===== config.mk =====
export PLATFORM = sky130hd
export DESIGN_NAME = codec_serial_slave
export DESIGN_NICKNAME = d
export VERILOG_FILES = /design/src/rtl/codec_pkg.sv /design/src/rtl/codec_sync_edge.sv /design/src/rtl/codec_serial_slave.sv
export SDC_FILE = /design/constraint.sdc
export NUM_CORES = 1
export LEC_CHECK = 0
export BUFFER_PORTS_ARGS = -buffer_cell sky130_fd_sc_hd__buf_2
export CELL_PAD_IN_SITES_DETAIL_PLACEMENT = 1
export CELL_PAD_IN_SITES_GLOBAL_PLACEMENT = 1
export CORE_UTILIZATION = 44
export DETAILED_ROUTE_END_ITERATION = 10
export PLACE_DENSITY = 0.85
export SETUP_SLACK_MARGIN = 0.5
export SYNTH_ARGS = -nofsm -noshare
export SYNTH_HDL_FRONTEND = slang
export SYNTH_SLANG_ARGS = --single-unit

===== constraint.sdc =====
create_clock -name clk -period 4.5 [get_ports clk]
set_clock_uncertainty 0.15 [all_clocks]
set_input_delay 0.225 -clock clk [delete_from_list [all_inputs] [get_ports clk]]
set_output_delay 0.225 -clock clk [all_outputs]
set_load 0.02 [all_outputs]

===== src/rtl/codec_pkg.sv =====
// rtl/codec_pkg.sv - shared constants and FSM encodings for the codec serial slave
package codec_pkg;

    localparam int DEF_DATA_W = 16;
    localparam int FRAME_BITS = 2 * DEF_DATA_W;

    typedef enum logic [1:0] {
        DAC_IDLE,
        DAC_SHIFT,
        DAC_DONE
    } dac_state_t;

    typedef enum logic {
        ADC_IDLE,
        ADC_SEND
    } adc_state_t;

endpackage


===== src/rtl/codec_sync_edge.sv =====
// rtl/codec_sync_edge.sv - multi-stage synchroniser with rise/fall pulses
module codec_sync_edge #(
    parameter int SYNC_STAGES = 2
) (
    input  logic clk,
    input  logic reset,
    input  logic d,
    output logic q,
    output logic rise,
    output logic fall
);

    logic [SYNC_STAGES-1:0] chain;
    logic                   hist;

    always_ff @(posedge clk or posedge reset) begin
        if (reset) begin
            chain <= '0;
            hist  <= 1'b0;
        end else begin
            chain <= {chain[SYNC_STAGES-2:0], d};
            hist  <= chain[SYNC_STAGES-1];
        end
    end

    assign q    = chain[SYNC_STAGES-1];
    assign rise = q & ~hist;
    assign fall = ~q & hist;

endmodule


===== src/rtl/codec_serial_slave.sv =====
// rtl/codec_serial_slave.sv - codec-side left-justified audio port (DAC receive, ADC transmit)
module codec_serial_slave
    import codec_pkg::*;
#(
    parameter int DATA_W      = DEF_DATA_W,
    parameter int SYNC_STAGES = 2
) (
    input  logic                clk,
    input  logic                reset,
    input  logic                b_clk,
    input  logic                dac_lr_clk,
    input  logic                adc_lr_clk,
    input  logic                dacdat,
    output logic                adcdat,
    input  logic [2*DATA_W-1:0] adc_data_in,
    output logic                adc_load_tick,
    output logic [2*DATA_W-1:0] dac_data_out,
    output logic                dac_valid,
    output logic                frame_err
);

    localparam int NBITS = 2 * DATA_W;
    localparam int CW    = $clog2(NBITS + 1);

    logic b_level_unused, b_rise, b_fall;
    logic dac_lr_level_unused, dac_lr_rise, dac_lr_fall_unused;
    logic adc_lr_level_unused, adc_lr_rise, adc_lr_fall_unused;
    logic dacdat_s, dat_rise_unused, dat_fall_unused;

    codec_sync_edge #(.SYNC_STAGES(SYNC_STAGES)) u_sync_bclk (
        .clk(clk), .reset(reset), .d(b_clk),
        .q(b_level_unused), .rise(b_rise), .fall(b_fall)
    );
    codec_sync_edge #(.SYNC_STAGES(SYNC_STAGES)) u_sync_dac_lr (
        .clk(clk), .reset(reset), .d(dac_lr_clk),
        .q(dac_lr_level_unused), .rise(dac_lr_rise), .fall(dac_lr_fall_unused)
    );
    codec_sync_edge #(.SYNC_STAGES(SYNC_STAGES)) u_sync_adc_lr (
        .clk(clk), .reset(reset), .d(adc_lr_clk),
        .q(adc_lr_level_unused), .rise(adc_lr_rise), .fall(adc_lr_fall_unused)
    );
    // Same depth as b_clk so dacdat_s is the value present at the detected edge.
    codec_sync_edge #(.SYNC_STAGES(SYNC_STAGES)) u_sync_dacdat (
        .clk(clk), .reset(reset), .d(dacdat),
        .q(dacdat_s), .rise(dat_rise_unused), .fall(dat_fall_unused)
    );

    dac_state_t        dac_state, dac_state_n;
    logic [CW-1:0]     dac_cnt, dac_cnt_n;
    logic [NBITS-1:0]  dac_shreg, dac_shreg_n;
    logic [NBITS-1:0]  dac_data_n;
    logic              dac_valid_n, frame_err_n;

    always_comb begin
        dac_state_n = dac_state;
        dac_cnt_n   = dac_cnt;
        dac_shreg_n = dac_shreg;
        dac_data_n  = dac_data_out;
        dac_valid_n = 1'b0;
        frame_err_n = 1'b0;
        if (dac_lr_rise) begin
            // Frame start wins over a coincident bit edge; that bit becomes the MSB.
            frame_err_n = (dac_state == DAC_SHIFT);
            dac_state_n = DAC_SHIFT;
            dac_shreg_n = '0;
            dac_cnt_n   = '0;
            if (b_rise) begin
                dac_shreg_n = NBITS'(dacdat_s);
                dac_cnt_n   = CW'(1);
            end
        end else if (dac_state == DAC_SHIFT && b_rise) begin
            dac_shreg_n = {dac_shreg[NBITS-2:0], dacdat_s};
            dac_cnt_n   = dac_cnt + CW'(1);
            if (dac_cnt == CW'(NBITS - 1)) begin
                dac_data_n  = dac_shreg_n;
                dac_valid_n = 1'b1;
                dac_state_n = DAC_DONE;
            end
        end
    end

    always_ff @(posedge clk or posedge reset) begin
        if (reset) begin
            dac_state    <= DAC_IDLE;
            dac_cnt      <= '0;
            dac_shreg    <= '0;
            dac_data_out <= '0;
            dac_valid    <= 1'b0;
            frame_err    <= 1'b0;
        end else begin
            dac_state    <= dac_state_n;
            dac_cnt      <= dac_cnt_n;
            dac_shreg    <= dac_shreg_n;
            dac_data_out <= dac_data_n;
            dac_valid    <= dac_valid_n;
            frame_err    <= frame_err_n;
        end
    end

    adc_state_t        adc_state, adc_state_n;
    logic [CW-1:0]     adc_cnt, adc_cnt_n;
    logic [NBITS-1:0]  adc_shreg, adc_shreg_n;
    logic              adcdat_n, adc_tick_n;

    always_comb begin
        adc_state_n = adc_state;
        adc_cnt_n   = adc_cnt;
        adc_shreg_n = adc_shreg;
        adcdat_n    = adcdat;
        adc_tick_n  = 1'b0;
        if (adc_lr_rise) begin
            adc_state_n = ADC_SEND;
            adc_shreg_n = adc_data_in;
            adcdat_n    = adc_data_in[NBITS-1];
            adc_tick_n  = 1'b1;
            adc_cnt_n   = '0;
        end else if (adc_state == ADC_SEND && b_fall) begin
            if (adc_cnt == CW'(NBITS - 1)) begin
                adcdat_n    = 1'b0;
                adc_state_n = ADC_IDLE;
            end else begin
                adc_shreg_n = {adc_shreg[NBITS-2:0], 1'b0};
                adcdat_n    = adc_shreg[NBITS-2];
                adc_cnt_n   = adc_cnt + CW'(1);
            end
        end
    end

    always_ff @(posedge clk or posedge reset) begin
        if (reset) begin
            adc_state     <= ADC_IDLE;
            adc_cnt       <= '0;
            adc_shreg     <= '0;
            adcdat        <= 1'b0;
            adc_load_tick <= 1'b0;
        end else begin
            adc_state     <= adc_state_n;
            adc_cnt       <= adc_cnt_n;
            adc_shreg     <= adc_shreg_n;
            adcdat        <= adcdat_n;
            adc_load_tick <= adc_tick_n;
        end
    end

endmodule


; Word-level counts from Yosys, hierarchy flattened
; Index checks and enable logic that the tools add are counted.
[word_totals]
register_bits = 124
inputBits = 38
output_inout_bits = 36
wordCells = 69
[op_classes]
n_addsub = 2
n_eq_ne = 4
mux = 26
bitwise = 9
reduce_logical = 10
[op_table]
columns = cell, n
row1 = $mux 31, 5
row2 = $mux 6, 5
row3 = $mux 1, 13
row4 = $add 6x1->6 const B, 2
row5 = $eq 6x5->1 const B, 2
row6 = $reduce_bool 2->1, 4
row7 = $mux 2, 3
row8 = $reduce_and 2->1, 3
row9 = $not 1->1, 5
row10 = $and 1x1->1, 4
row11 = $reduce_and 3->1, 1
row12 = $eq 2x1->1 const B, 1
row13 = $logic_and 1x1->1, 2
row14 = $ne 2x2->1 const B, 1

; Depth between registers and ports, before layout
; Gate-level depths: netlist (run 1).
[logic_depth]
word_depth = 5
mapped_depth = 6
mapped_depth_nobuf = 4

; Cells and area by module
; From an unflattened synthesis (run 1), not the netlist that was laid out.
[hier_totals]
cells_unflattened = 566
hier_area_um2 = 5988.2
[by_module_without_submodules]
columns = module, n_inst, cells_each, area_per_inst_um2, seq_area_each_um2
row1 = codec_serial_slave, 1, 542, 5612.9, 2827.7
row2 = codec_sync_edge, 4, 6, 93.8, 75.1

; Least setup slack after synthesis (run 1)
; No wires, ideal clock.
[synth_path]
path_kind = register -> register
from = register dac_state[1]
to = register dac_data_out[10]
setup_time_ns = 0.125
arrival_ns = 1.711
required_ns = 4.225
setup_slack_ns = 2.514
stages_incl_launch_ff = 6
path_buffers = 2
period_less_slack_ns = 1.986
cell_sequence = dfrtp_1 > nand4bb_1 > or4_1 > buf_2 > buf_6 > mux2_4
[synth_via]
elab_chain_len = 3
[synth_lines]
columns = element, line
row1 = from (decl), codec_serial_slave.sv:48  ; dac_state_t dac_state, dac_state_n;
row2 = from (signal assigned), codec_serial_slave.sv:91  ; dac_state <= dac_state_n;
row3 = $eq 2x1->1, codec_serial_slave.sv:71  ; end else if (dac_state == DAC_SHIFT && b_rise) begin
row4 = $logic_and 1x1->1, codec_serial_slave.sv:71
row5 = $reduce_and 3->1 (no line), -
row6 = to (signal assigned), codec_serial_slave.sv:94  ; dac_data_out <= dac_data_n;
row7 = to (decl), codec_serial_slave.sv:17  ; output logic [2*DATA_W-1:0] dac_data_out,
; Every way passes these cells.
; A chain may end at the register's enable or synchronous reset.

; Worst setup path after layout (run 1)
[layout_path]
from = register dac_state[1]
to = register dac_data_out[12]
; The elaborated chain is that of the path after synthesis.

==> flow_metrics.py, run 1 <==
metrics = {
    "cells_and_area": {
        "stdcell_area_um2": 7160,
        "regArea_um2": 3100,
        "multi_input_area_um2": 2430,
        "syn2layout_area_growth_pct": 24.4,
        "final_core_util": 0.565,
        "drive_gt1_frac": 0.237,
        "antenna_cells": 0,
        "fill_cells": 1359,
        "fin_nets": 657,
    },
    "yosys": {
        "synthesis.nets": 570,
        "synth.distinct_cells": 40,
        "synthCells": 530,
        "ys_warn_count": 0,
        "ys_ff_latch": 124,
        "synth-async-reset-ratio": 1.00,
        "synth_edf_count": 0,
        "syn_area_per_cell_um2": 10.9,
        "ys.flop_type": "dfrtp_1",
        "netlist_area_um2": 5750,
        "ys_seq_area_frac": 0.539,
    },
    "timing": {
        "slew_headroom": 0.173,
        "rsz0062_at_grt": "no",
        "final_max_slew_viol_count": 0,
        "setup-violations-final": 0,
        "tightestPinTransition_ps": 1240,
        "holdWs_ps": 6.20,
        "hold_viol_final": 0,
        "max_freq_mhz": 339,
        "fin_crit_ps": 2950,
        "fin_crit_sh": 0.656,
        "setup_slack_ps": 1550,
        "tns_ps": 0,
    },
    "power_and_ir_drop": {
        "p_sw_mw": 0.705,
        "switching_share": 0.248,
        "powerDensity_nw_per_um2": 397,
        "p_leak_nw": 3.35,
        "clkPwrFrac": 0.473,
        "seqPwrFrac": 0.435,
        "vdd_ir_drop_max_uv": 228,
        "power.share.combinational": 0.092,
        "internal_power_mw": 2.13,
    },
    "critical_path": {
        "path_class": "reg -> reg",
        "cp_max_fo": 39,
        "cp-start-kind": "flip-flop",
        "endpoint_kind": "flip-flop",
        "crit_required_ps": 4640,
        "worstPathArrival_ps": 3090,
    },
    "place": {
        "portBuffers": 73,
        "dpl-instance-area_um2": 6210,
        "dp_hpwl_um": 8230,
        "place_congestion": 0.729,
        "dp_slack_ps": 1580,
    },
    "floorplan": {
        "initial_utilization": 0.454,
        "rows": 41,
        "die_h_um": 116,
        "dieArea_um2": 13500,
        "core_um2": 12700,
        "die_x_um": 116,
        "io_pins": 74,
    },
    "detailed_routing": {
        "dr.first_iter.drc_count": 329,
        "vias": 4608,
        "routed_wl_um": 15600,
        "wl_per_cell_um": 19.4,
        "ant_nets": 0,
        "viasPerCell": 5.75,
        "dr.pass1.iters": 4,
        "drc": 0,
    },
    "flow_run": {
        "max_cap_viol_count": 0,
    },
    "grt": {
        "grt_start_max_net_pins": 65,
        "first_global_vias": 4884,
        "gr-total-overflow": 0,
        "grt_pass1_wl_um": 25900,
        "grt_usage": 0.252,
        "antenna_found_initial": 0,
    },
    "clock_tree": {
        "clock_latency_ps": 410,
        "clockBufferDepth": 2,
        "cts_max_level": 4,
        "cts_root_buf": "clkbuf_16",
        "cts_buffers": 17,
        "path_clk_slew_ps": 60,
        "cts_tree": "yes",
        "ctsResizeCount": 0,
        "cts_sinks": 124,
    },
    "hold_path": {
        "hold_class": "in -> reg",
    },
    "status": {
        "outcome": "complete, no violations",
    },
}
[path summary, 6_finish.rpt]
| path | cells after the start | slack [ps] | to | start |
|---|---|---|---|---|
| min in group asynchronous | 3 | 330 | dac_shreg[13] | reset |
| hold / removal | 3 | 6 | adc_shreg[1] | adc_data_in[1] |
| max in group asynchronous | 4 | 2910 | adc_shreg[3] | reset |
| setup reg to reg | 4 | 1550 | dac_data_out[12] | dac_state[1] |
| hold reg to reg | 0 | 200 | u_sync_adc_lr.chain[1] | u_sync_adc_lr.chain[0] |
| setup / recovery | 4 | 1550 | dac_data_out[12] | dac_state[1] |
[critical path, cell delays in order, from the launching register on]
cell and delay (ps):
dfrtp_1 430, nand4bb_1 230, buf_4 280, or4_2 1230
mux2_4 480
[repair_timing]
item	CTS	global route
endpoints found under the hold margin	92	0
hold buffers	36	0
buffers inserted	0	0
[sequential cells by signal, indices dropped and copies added, names as in the netlist, 2 cells and up]
| name | count |
|---|---|
| dac_data_out | 32 |
| u_sync_dac_lr.chain | 2 |
| dac_cnt | 6 |
| u_sync_bclk.chain | 2 |
| dac_state | 2 |
| u_sync_dacdat.chain | 2 |
| u_sync_adc_lr.chain | 2 |
| dac_shreg | 31 |
| adc_cnt | 6 |
| adc_shreg | 31 |
[logic make-up after synthesis]
logic type | after synthesis | synth area share
flops | 124 | 0.539
compound gates | 142 | 0.173
fa+ha+maj | 2 | 0.00435
xor+xnor | 1 | 0.00152
mux | 37 | 0.0896
buf+inv | 57 | 0.0413
simple gates | 167 | 0.151
[per-stage QoR]
step	instances	total power, mW
final	802	2.84
after global routing	802	2.94
after CTS	802	2.85
after detailed placement	734	1.48
after global placement	734	1.46
after floorplan	530	1.40
[synth_stat cells (2+ instances only)]
library cell	count	area share
inv_1	5	0.0033
nor3_1	3	0.0026
buf_1	5	0.0033
mux2i_1	5	0.0087
nand2_1	102	0.067
and3b_1	31	0.047
clkbuf_1	42	0.027
mux2_2	4	0.0078
nor2_1	2	0.0013
o21ai_0	5	0.0043
buf_6	3	0.0059
a31oi_1	2	0.0022
a21oi_1	39	0.034
dfrtp_1	124	0.54
nand2b_1	7	0.0076
o211ai_1	31	0.040
or3_1	4	0.0043
a22oi_1	30	0.039
nand4_1	2	0.0022
nand3_1	6	0.0052
o21a_1	2	0.0026
ha_1	2	0.0043
o2111ai_1	30	0.046
mux2_4	28	0.073
[cells in the final DEF (no fill, tap or decap), drive strengths merged, types with 30 or more instances in the layout]
cell         count
dfrtp          124
nand2          102
buf             83
a21oi           39
dlygate4sd3     36
mux2            32
and3b           31
o211ai          31
a22oi           30
o2111ai         30
[power by group through the flow]
stage               Sequential [mW]  Clock, mW  Combinational, mW
global placement               1.24          0              0.220
finish                         1.23       1.34              0.261
CTS                            1.23       1.36              0.262
detailed placement             1.25          0              0.234
floorplan                      1.24          0              0.165
global route                   1.24       1.40              0.292
[metal layers]
| layer | vias up | track usage | wire length (um) |
|---|---|---|---|
| met1 | 2344 | 0.312 | 6660 |
| met5 | - | 0 | 0 |
| li1 | 2110 | - | - |
| met3 | 23 | 0.0571 | 587 |
| met4 | 0 | 0.0812 | 240 |
| met2 | 131 | 0.436 | 8060 |
[layout make-up]
type | count | share of cell area
clock buffer | 22 | 0.0649
clock inverter | 10 | 0.0163
inverter | 6 | 0.00350
multi-input combinational | 349 | 0.340
sequential | 124 | 0.434
tap | 172 | 0.0301
timing repair buffer | 119 | 0.112
(Power assumes the default switching activity.)
==> run 2, diff against run 1 <==
CORE_UTILIZATION = 41   (was 44)
PLACE_DENSITY = 0.83   (was 0.85)
clock period = 2.4 ns   (was 4.5 ns; I/O delays follow)
==> flow_metrics.py, run 2 (synthesis gave the netlist of run 1 again) <==
metrics = {
    "grt": {
        "grt_usage": 0.235,
        "first_global_vias": 5010,
        "grt_pass1_wl_um": 26600,
        "grt_start_max_net_pins": 125,
        "antenna_found_initial": 0,
        "gr-total-overflow": 0,
    },
    "detailed_routing": {
        "dr.pass1.iters": 5,
        "ant_nets": 0,
        "routed_wl_um": 16700,
        "vias": 4792,
        "drc": 0,
        "dr.first_iter.drc_count": 440,
        "wl_per_cell_um": 20.2,
        "viasPerCell": 5.81,
    },
    "critical_path": {
        "cp-start-kind": "flip-flop",
        "worstPathArrival_ps": 2190,
        "slowest_stage": "or4_4",
        "critPathTopFamily": "simple AND/OR/NAND/NOR gates",
        "endpoint_kind": "flip-flop",
        "reg2reg_setup_slack_ps": 370,
        "cp_max_fo": 9,
        "crit_required_ps": 2550,
        "crit_buf_inv": 1,
        "path_class": "reg -> reg",
        "slowest_delay_ps": 620,
        "crit_chain": "ha_2 > nand3_2 > or4_4 > buf_12 > mux2_4",
    },
    "floorplan": {
        "initial_utilization": 0.428,
        "dieArea_um2": 14500,
        "core_um2": 13500,
        "die_h_um": 120,
        "die_x_um": 120,
        "rows": 42,
        "io_pins": 74,
    },
    "power_and_ir_drop": {
        "finalPower_mw": 5.61,
        "vdd_ir_drop_max_uv": 549,
        "powerDensity_nw_per_um2": 748,
        "p_leak_nw": 3.53,
    },
    "timing": {
        "tns_ps": 0,
        "rsz0062_at_grt": "yes",
        "final_max_slew_viol_count": 0,
        "fin_crit_sh": 0.848,
        "slew_headroom": 0.476,
        "setup_slack_ps": 365,
        "setup-violations-final": 0,
        "max_freq_mhz": 492,
        "fin_crit_ps": 2030,
        "hold_viol_final": 0,
        "tightestPinTransition_ps": 786,
    },
    "cells_and_area": {
        "mostFrequentLayoutCells": "123 x dfrtp_1, 102 x nand2_1, 73 x buf_2",
        "drive_gt1_frac": 0.267,
        "antenna_cells": 0,
        "regArea_um2": 3100,
        "multi_input_area_um2": 2440,
        "syn2layout_area_growth_pct": 30.4,
        "fill_cells": 1405,
        "final_core_util": 0.558,
        "largest_register_ffs": 32,
        "top_regs": "dac_data_out x32, adc_shreg x31, dac_shreg x31",
        "largest-register": "dac_data_out",
        "fin_nets": 676,
        "layout_commonest_cell": "dfrtp_1",
    },
    "place": {
        "portBuffers": 73,
        "dp_hpwl_um": 8500,
        "dp_slack_ps": 217,
        "place_congestion": 0.775,
    },
    "clock_tree": {
        "clock_latency_ps": 420,
        "cts_sinks": 124,
        "cts_buffers": 17,
        "clockBufferDepth": 2,
        "path_clk_slew_ps": 60,
        "cts_root_buf": "clkbuf_16",
        "cts_tree": "yes",
        "cts_max_level": 4,
    },
    "flow_run": {
        "max_cap_viol_count": 0,
    },
    "hold_path": {
        "hold_class": "in -> reg",
    },
    "status": {
        "outcome": "complete, no violations",
    },
}
## run 2: cell count changes in the layout (fill, tap and decap cells not counted), sizes merged
cell         previous run  this run
clkinvlp                5         3
dlygate4sd3            36        37
inv                     6         7
clkinv                  3         4
buf                    83        99
bufinv                  2         4
## run 2: layout make-up
class	instances	share of cell area
sequential	124	0.414
multi-input combinational	349	0.326
timing repair buffer	138	0.143
clock buffer	20	0.0595
tap	176	0.0294
clock inverter	12	0.0250
inverter	6	0.00350
## run 2: layer usage
layer / vias up / part of all wire / track usage
met4: 0 / 0.020 / 0.0802
met2: 164 / 0.52 / 0.409
met5: - / 0 / 0
met1: 2430 / 0.42 / 0.286
li1: 2164 / - / -
met3: 34 / 0.045 / 0.0547
## run 2: final timing paths
| check | to | depth (start not counted) | startpoint |
|---|---|---|---|
| max in group asynchronous | dac_state[1] | 4 | reset |
| setup reg to reg | dac_data_out[26] | 5 | dac_cnt[1] |
| hold / removal | u_sync_bclk.chain[0] | 2 | b_clk |
| setup / recovery | dac_data_out[26] | 5 | dac_cnt[1] |
| min in group asynchronous | u_sync_adc_lr.hist | 4 | reset |
| hold reg to reg | u_sync_adc_lr.chain[1] | 0 | u_sync_adc_lr.chain[0] |
## run 2: stage by stage
stage | instance area (um^2) | std cells | hold slack [ps]
global route | 7500 | 825 | 178
finish | 7500 | 825 | 196
CTS | 7440 | 822 | 177
detailed placement | 6350 | 749 | 80.1
floorplan | 5760 | 530 | 1.43
global placement | 6350 | 749 | 81.6
## run 2: report_power, final
| group | switching, mW | leakage (nW) | internal, mW |
|---|---|---|---|
| Combinational | 0.302 | 1.60 | 0.238 |
| Sequential | 0.0966 | 1.64 | 2.21 |
| Clock | 0.979 | 0.301 | 1.78 |
## run 2: repair_timing
item / in CTS / in global routing
hold endpoints to repair: 160 / 0
endpoints found under the setup margin: 34 / 61
cloned: 2 / 2
setup buffers: 2 / 1
pin swaps: 1 / 2
hold buffers: 37 / 0
gates resized for setup: 4 / 4
==> run 3, diff against run 2 <==
CORE_UTILIZATION = 44   (was 41)
PLACE_DENSITY = 0.85   (was 0.83)
clock period = 2 ns   (was 2.4 ns; I/O delays follow)
==> flow_metrics.py, run 3 (synthesis gave the netlist of run 1 again) <==
metrics = {
    "place": {
        "dpl-instance-area_um2": 6440,
        "dp_slack_ps": -163,
        "place_congestion": 0.727,
        "portBuffers": 73,
        "dp_hpwl_um": 8620,
    },
    "detailed_routing": {
        "drc": 0,
        "dr.first_iter.drc_count": 630,
        "viasPerCell": 6.63,
        "vias": 5835,
        "routed_wl_um": 28800,
        "wl_per_cell_um": 32.8,
        "ant_nets": 0,
        "dr.pass1.iters": 5,
    },
    "power_and_ir_drop": {
        "finalPower_mw": 7.26,
        "seqPwrFrac": 0.396,
        "p_sw_mw": 2.26,
        "powerDensity_nw_per_um2": 781,
        "internal_power_mw": 5.00,
        "switching_share": 0.312,
        "vdd_ir_drop_max_uv": 648,
        "clkPwrFrac": 0.427,
        "power.share.combinational": 0.178,
        "p_leak_nw": 4.39,
    },
    "cells_and_area": {
        "antenna_cells": 0,
        "final_core_util": 0.734,
        "drive_gt1_frac": 0.531,
        "layout_commonest_cell": "dfrtp_1",
        "mostFrequentLayoutCells": "121 x dfrtp_1, 73 x buf_2, 71 x nand2_1",
        "top_regs": "dac_data_out x32, adc_shreg x31, dac_shreg x31",
        "stdcell_area_um2": 9300,
        "largest_register_ffs": 32,
        "largest-register": "dac_data_out",
        "fin_nets": 735,
        "syn2layout_area_growth_pct": 61.6,
    },
    "floorplan": {
        "io_pins": 74,
        "initial_utilization": 0.454,
        "dieArea_um2": 13500,
        "die_h_um": 116,
        "rows": 41,
        "die_x_um": 116,
        "core_um2": 12700,
    },
    "timing": {
        "slew_headroom": 0.643,
        "max_freq_mhz": 478,
        "fin_crit_sh": 1.05,
        "hold_viol_final": 0,
        "final_max_slew_viol_count": 0,
        "setup-violations-final": 35,
        "tns_ps": -2050,
        "tightestPinTransition_ps": 536,
        "fin_crit_ps": 2090,
        "setup_slack_ps": -91.6,
        "rsz0062_at_grt": "yes",
    },
    "grt": {
        "busiest_layer": "met2",
        "gr-total-overflow": 0,
        "first_global_vias": 5759,
        "use_met1": 0.431,
        "grt_util_met2": 0.626,
        "grt_pass1_wl_um": 35200,
        "grt_start_max_net_pins": 64,
        "grt_usage": 0.362,
        "grt_use_met3": 0.0778,
        "antenna_found_initial": 1,
    },
    "clock_tree": {
        "cts_max_level": 4,
        "cts_sinks": 124,
        "clockBufferDepth": 2,
        "cts_root_buf": "clkbuf_16",
        "path_clk_slew_ps": 70,
        "clock_latency_ps": 450,
        "cts_tree": "yes",
        "cts_buffers": 17,
    },
    "critical_path": {
        "cp-start-kind": "flip-flop",
        "endpoint_kind": "flip-flop",
        "worstPathArrival_ps": 2250,
        "crit_chain": "ha_4 > nand3_2 > or4_4 > buf_12 > mux2_4",
        "path_class": "reg -> reg",
        "crit_required_ps": 2160,
        "slowest_delay_ps": 550,
        "reg2reg_setup_slack_ps": -90,
        "cp_max_fo": 19,
        "slowest_stage": "or4_4",
    },
    "status": {
        "outcome": "finished, violations left",
        "violations": "negative setup slack",
    },
    "hold_path": {
        "hold_class": "in -> reg",
    },
    "flow_run": {
        "max_cap_viol_count": 0,
    },
}
## run 3: critical path, delay by kind of cell (launching register included)
family / cells / cell delay [ps]
adder cells (fa/ha/maj): 1 / 190
buffers and inverters: 1 / 200
flip-flops: 1 / 430
multiplexers: 1 / 330
AND/OR/NAND/NOR: 2 / 650
## run 3: final cells by class
| class | count | area [um^2] |
|---|---|---|
| clock inverter | 11 | 95.1 |
| timing repair buffer | 197 | 1940 |
| multi-input combinational | 349 | 3470 |
| fill | 1167 | 3370 |
| inverter | 6 | 26.3 |
| tap | 172 | 215 |
| clock buffer | 21 | 450 |
| sequential | 124 | 3110 |
## run 3: path summary, 6_finish.rpt
path                       cells past startpoint                  from                endpoint
max                                            5            dac_cnt[0]        dac_data_out[20]
min                                            2                dacdat  u_sync_dacdat.chain[0]
max reg2reg                                    5            dac_cnt[0]        dac_data_out[20]
min reg2reg                                    0  u_sync_bclk.chain[0]    u_sync_bclk.chain[1]
max in group asynchronous                      4                 reset              adc_cnt[3]
min in group asynchronous                      4                 reset         dac_data_out[2]
## run 3: power by group through the flow
stage / Clock [mW] / Sequential [mW] / Combinational (mW)
2_1_floorplan: 0 / 2.79 / 0.382
3_3_place_gp: 0 / 2.80 / 0.554
3_5_place_dp: 0 / 2.81 / 0.584
4_1_cts: 2.90 / 2.79 / 0.923
5_1_grt: 3.19 / 2.88 / 1.33
6_report: 3.10 / 2.87 / 1.29
## run 3: per-layer routing
layer  routed length, um  part of all wire
met2               14100              0.49
met5                   0                 0
met3                2060             0.072
met1               10500              0.37
met4                2070             0.072
## run 3: metrics by stage
step / cells / hold WS, ps
finish: 880 / 143
global route: 880 / 161
CTS: 859 / 155
detailed placement: 755 / 59.7
global placement: 755 / 59.4
floorplan: 530 / -18.6
## run 3: repair_timing
item	in CTS	in global routing
buffers inserted	24	20
endpoints found under the setup margin	111	111
resized for setup	122	144
hold buffers	37	0
cloned	11	1
hold endpoints to repair	160	0
pin swaps	89	79
